### src/rtl/mips_pkg.sv
// -----------------------------------------------------------------------------
// mips_pkg
// Shared sizes and types for the MIPS register file slice.
//   DATA_W    : register width in bits
//   ADDR_W    : register index width
//   NUM_REGS  : number of architectural registers (2**ADDR_W)
//   ZERO_REG  : index of the hardwired-zero register $0
//   reg_idx_t : register index type
//   word_t    : register data type
// -----------------------------------------------------------------------------
package mips_pkg;

    localparam int DATA_W   = 32;
    localparam int ADDR_W   = 5;
    localparam int NUM_REGS = 32;

    typedef logic [4:0]  reg_idx_t;
    typedef logic [31:0] word_t;

    localparam reg_idx_t ZERO_REG = 5'd0;

endpackage : mips_pkg

### src/rtl/mips_reg_file_decoder_5to32.sv
// -----------------------------------------------------------------------------
// decoder_5to32
// Write-enable decoder for the register file: turns a 5-bit register index
// into a one-hot enable vector, gated by a global enable.
// Ports:
//   en     : in  1  global enable (RegWrite)
//   idx    : in  5  register index
//   onehot : out 32 bit idx set when en=1, all zeros otherwise
// -----------------------------------------------------------------------------
module decoder_5to32
    import mips_pkg::*;
(
    input  logic                en,
    input  reg_idx_t            idx,
    output logic [NUM_REGS-1:0] onehot
);

    always_comb begin
        onehot = '0;
        if (en) begin
            onehot[idx] = 1'b1;
        end
    end

endmodule : decoder_5to32

### src/rtl/mips_reg_file.sv
// -----------------------------------------------------------------------------
// mips_reg_file
// 32 x 32-bit general-purpose register file for the pipelined MIPS datapath.
// Two combinational read ports (rs/rt, used in ID) and one synchronous write
// port (from WB). Register $0 is hardwired to zero.
//
// Ports:
//   clk        : in  1       rising-edge clock
//   rst        : in  1       asynchronous, active-high reset (clears all regs)
//   RegWrite   : in  1       write enable from WB
//   write_reg  : in  ADDR_W  destination register index
//   write_data : in  DATA_W  data to write
//   read_reg1  : in  ADDR_W  read port 1 index (rs)
//   read_reg2  : in  ADDR_W  read port 2 index (rt)
//   read_data1 : out DATA_W  read port 1 data
//   read_data2 : out DATA_W  read port 2 data
//
// Build option:
//   REGFILE_BYPASS_EN : when defined, a read of the register being written in
//   the same cycle returns write_data (write-through forwarding), removing the
//   WB-to-ID hazard. When undefined, reads return the stored value until the
//   write edge, and the hazard must be handled outside this block.
// -----------------------------------------------------------------------------
module mips_reg_file
    import mips_pkg::*;
#(
    parameter int DATA_W   = mips_pkg::DATA_W,
    parameter int ADDR_W   = mips_pkg::ADDR_W,
    parameter int NUM_REGS = mips_pkg::NUM_REGS
)(
    input  logic              clk,
    input  logic              rst,
    input  logic              RegWrite,
    input  logic [ADDR_W-1:0] write_reg,
    input  logic [DATA_W-1:0] write_data,
    input  logic [ADDR_W-1:0] read_reg1,
    input  logic [ADDR_W-1:0] read_reg2,
    output logic [DATA_W-1:0] read_data1,
    output logic [DATA_W-1:0] read_data2
);

    logic [DATA_W-1:0]   regs_q [NUM_REGS];
    logic [DATA_W-1:0]   regs_d [NUM_REGS];
    logic [NUM_REGS-1:0] dec_onehot;
    logic [NUM_REGS-1:0] wr_en;

    decoder_5to32 u_wr_dec (
        .en     (RegWrite),
        .idx    (write_reg),
        .onehot (dec_onehot)
    );

    // $0 can never be enabled, so it keeps the zero loaded by reset.
    assign wr_en = {dec_onehot[NUM_REGS-1:1], 1'b0};

    always_comb begin
        regs_d = regs_q;
        for (int i = 0; i < NUM_REGS; i++) begin
            if (wr_en[i]) begin
                regs_d[i] = write_data;
            end
        end
    end

    // Reset wins over any write presented in the same cycle, so a write is
    // only committed on the first rising edge that sees rst low.
    always_ff @(posedge clk or posedge rst) begin
        if (rst) begin
            for (int i = 0; i < NUM_REGS; i++) begin
                regs_q[i] <= '0;
            end
        end else begin
            regs_q <= regs_d;
        end
    end

    // Read select for one port. Index 0 and reset both force zero; the
    // explicit rst term also keeps forwarding from leaking write_data while
    // the array is being cleared.
    function automatic logic [DATA_W-1:0] read_sel(input logic [ADDR_W-1:0] idx);
        logic [DATA_W-1:0] val;
        val = '0;
        if (!rst && (idx != ADDR_W'(ZERO_REG))) begin
            val = regs_q[idx];
`ifdef REGFILE_BYPASS_EN
            if (RegWrite && (write_reg != ADDR_W'(ZERO_REG)) && (idx == write_reg)) begin
                val = write_data;
            end
`endif
        end
        return val;
    endfunction

    always_comb begin
        read_data1 = read_sel(read_reg1);
        read_data2 = read_sel(read_reg2);
    end

endmodule : mips_reg_file

### config.mk
export PLATFORM = sky130hd
export DESIGN_NAME = mips_reg_file
export DESIGN_NICKNAME = d
export VERILOG_FILES = /design/src/rtl/mips_pkg.sv /design/src/rtl/mips_reg_file_decoder_5to32.sv /design/src/rtl/mips_reg_file.sv
export SDC_FILE = /design/constraint.sdc
export NUM_CORES = 2
export LEC_CHECK = 0
export ABC_AREA = 0
export CORE_MARGIN = 5
export CORE_UTILIZATION = 40
export DETAILED_ROUTE_END_ITERATION = 8
export GPL_TIMING_DRIVEN = 0
export PLACE_DENSITY = 0.63
export SYNTH_ARGS = -nofsm -noshare
export SYNTH_HDL_FRONTEND = slang
export SYNTH_SLANG_ARGS = --single-unit
### constraint.sdc
create_clock -name clk -period 27.3 [get_ports clk]
set_clock_uncertainty 0.05 [all_clocks]
set_input_delay 4.095 -clock clk [delete_from_list [all_inputs] [get_ports clk]]
set_output_delay 4.095 -clock clk [all_outputs]
set_load 0.1 [all_outputs]
==> results.yml <==
worst_setup_path:
  slowest_stage: "clkdlybuf4s50_1"
  setup.worst_path.start_class: "primary input"
  crit_type: "primary input to output port"
  cp.arrival_ps: 10230
  end_kind: "output port"
  crit_top_cell: "buf_16"
  required_ps: 23160
  crit_fanout: 135
  r2r_cells: 1
  reg2reg_slack_ps: 26430
  reg2reg_to: "regs_q[123]$_DFFE_PP0P_"
  r2r_start: "regs_q[123]$_DFFE_PP0P_"
  max_stage_delay_ps: 1320
  crit_chain: "clkdlybuf4s50_1 -> clkinv_1 -> buf_12 -> buf_16 -> buf_16 -> buf_16 -> buf_16 -> nand4_1 -> a222oi_1 -> clkdlybuf4s50_1"
clock_tree:
  post_cts.repair.setup_buffers: 0
  cts_root_buf: "clkbuf_16"
  clock-sinks: 992
  cts_tree: "done"
  path_clk_slew_ps: 60
  htree_num_levels: 3
  clockBufferDepth: 3
  cts_buffers: 108
  cts_hold_buffers: 0
  clk_latency_ps: 710
  cts_resized: 0
yosys:
  synth_compound_area_share_pct: 4.32
  synthAdderAreaFrac_pct: 0
  async_flop_share_pct: 100
  syn_inst: 3566
  synth_mux_area_share_pct: 43.5
  synth_area_leader_cell: "dfrtp_1"
  yosysWarnings: 0
  synthXorXnorAreaFrac_pct: 0
  yosysSeqAreaShare_pct: 45.8
  synth.top_cells.by_area: "dfrtp_1 (46%), mux2_2 (23%), mux4_2 (16%), mux2i_1 (4.1%), a221o_1 (1.1%)"
  synth_top_area_share_pct: 45.8
  ys_seq_elements: 992
  syn_area_sq_um: 54200
  synth.top_cells.by_count: "mux2_2 (1102), dfrtp_1 (992), mux4_2 (380)"
  synth-edff-count: 0
  synth_nets: 3616
  synth_cell_types: 49
  synth_most_common_cell: "mux2_2"
  avgSynthCellArea_sq_um: 15.2
  synth_top_family_by_area: "multiplexers"
  synthSimpleGateAreaFrac_pct: 2.17
  synth_top_flop_cell: "dfrtp_1"
finish:
  areaGrowthSynthToFinish_pct: 13.5
  largest_reg_flops: 992
  drive_above_1_share_pct: 49.2
  final_area_sq_um: 61500
  reg_top3: "regs_q: 992 flops"
  instances_no_fill: 5677
  final_util_pct: 45.5
  final_nets: 3845
  largest-register: "regs_q"
timing:
  finalSetupViolCount: 0
  maxSlewHeadroom_pct: -1.33
  rsz0062_at_grt: "no"
  worst_pin_slew_ps: 1520
  fin_crit_sh_pct: 52.6
  hold_slack_ps: 468
  tns_ps: 0
  fin_crit_ps: 14370
  max_freq_mhz: 69.6
  hold_viol_final: 0
  final_max_slew_viol_count: 22
  timing.final.ws_setup_ps: 12930
min_path:
  whs_path_depth: 1
  holdPathEnd: "regs_q[360]$_DFFE_PP0P_"
  min_from: "regs_q[360]$_DFFE_PP0P_"
  hp-class: "flop to flop"
power:
  powerDensity_nw_per_um2: 75.3
  ir_drop_v: 0.0000491
  p_leak_nw: 26.3
  power_mw: 4.63
drt:
  post-route-drc-count: 0
  drt-initial-drc-count: 4273
  vias_per_cell: 6.42
  ant_nets: 0
  drt_pre_antenna_iters: 6
  vias: 36460
  wirelength_um: 203000
  wl_per_cell_um: 35.8
grt:
  grt_usage_pct: 28.2
  grt_pass1_wl_um: 285000
  grt_antenna_before_repair: 6
  grt-ovfl-total: 0
  grt_max_degree: 160
  grt_pass1_vias: 36434
placement:
  place_hpwl_um: 151000
  io_buffers: 110
  dpl-instance-area_sq_um: 57700
  place.gp.congestion: 1.07
  place_ws_ps: 12820
  dp.cells: 5465
floorplan:
  die_w_um: 378
  num_rows: 135
  core_area_sq_um: 135000
  ios: 114
  die_area_sq_um: 143000
  start_util_pct: 40.1
  die_h_um: 378
outcome:
  status: "finished with violations"
  violations: "capacitance limit, slew limit"
flow_run:
  max_cap_violations: 2
## placed cells by master (no fill, tap or decap), types with 8 or more instances in the layout
cell type / netlist / routed
a2111oi_2: 18 / 18
clkdlybuf4s50_1: 0 / 110
mux2i_1: 220 / 220
a2111oi_1: 7 / 8
clkbuf_8: 0 / 29
dfrtp_1: 992 / 992
a221o_1: 62 / 62
clkbuf_16: 0 / 109
a21oi_1: 29 / 29
buf_4: 44 / 44
nand4_1: 32 / 32
mux4_1: 8 / 8
buf_1: 51 / 51
buf_6: 47 / 47
a22oi_1: 60 / 60
nor2_1: 13 / 13
nand2b_1: 66 / 66
clkbuf_1: 136 / 153
nand2_1: 49 / 49
clkinv_2: 0 / 26
a222oi_1: 32 / 32
buf_2: 94 / 94
mux2_2: 1102 / 1102
buf_12: 8 / 9
nor2b_1: 13 / 13
mux2_1: 16 / 16
a32oi_1: 30 / 30
bufinv_16: 0 / 10
mux4_2: 380 / 380
## worst max path at each step
stage	cells after the start	slack [ps]	from	end
floorplan	4	3350	rst	read_data1[14]
global placement	6	-4870	rst	read_data1[29]
detailed placement	10	12820	rst	read_data1[21]
CTS	10	12800	rst	read_data1[21]
global route	10	12440	rst	read_data1[21]
finish	10	12930	rst	read_data1[21]
## layout make-up
| cell class | count | area, sq um |
|---|---|---|
| fill | 12085 | 73600 |
| multi-input combinational | 2185 | 27100 |
| sequential | 992 | 24800 |
| clock buffer | 155 | 3190 |
| buffer | 388 | 2300 |
| tap | 1781 | 2230 |
| timing repair buffer | 119 | 1300 |
| clock inverter | 49 | 551 |
| antenna | 7 | 17.5 |
| inverter | 1 | 3.75 |
## critical path: cells and delay by family
family	cells	cell delay, ps
simple gates	1	160
buf+inv	8	4540
compound gates	1	1080
## layer usage
layer | wire length [um] | share of wire [%] | global-route usage, %
met4 | 11700 | 5.8 | 14.0
met5 | 32 | 0.016 | 0.0343
met3 | 20400 | 10 | 8.07
met1 | 81100 | 40 | 37.6
met2 | 89800 | 44 | 42.5
## where the power goes
group | switching [mW] | leakage (nW) | internal [mW] | total (mW)
Combinational | 0.539 | 11.8 | 0.558 | 1.10
Sequential | 0.214 | 12.7 | 1.76 | 1.97
Clock | 0.652 | 1.85 | 0.906 | 1.56
## cells by family (layout without fill, tap and decap cells)
family | after synthesis | after routing
buffers and inverters | 389 | 712
other | 0 | 7
DFF | 992 | 992
AOI/OAI and AO/OA | 254 | 254
muxes | 1726 | 1726
and+or+nand+nor | 205 | 205
Note: power is estimated with default switching activity, not from simulation.
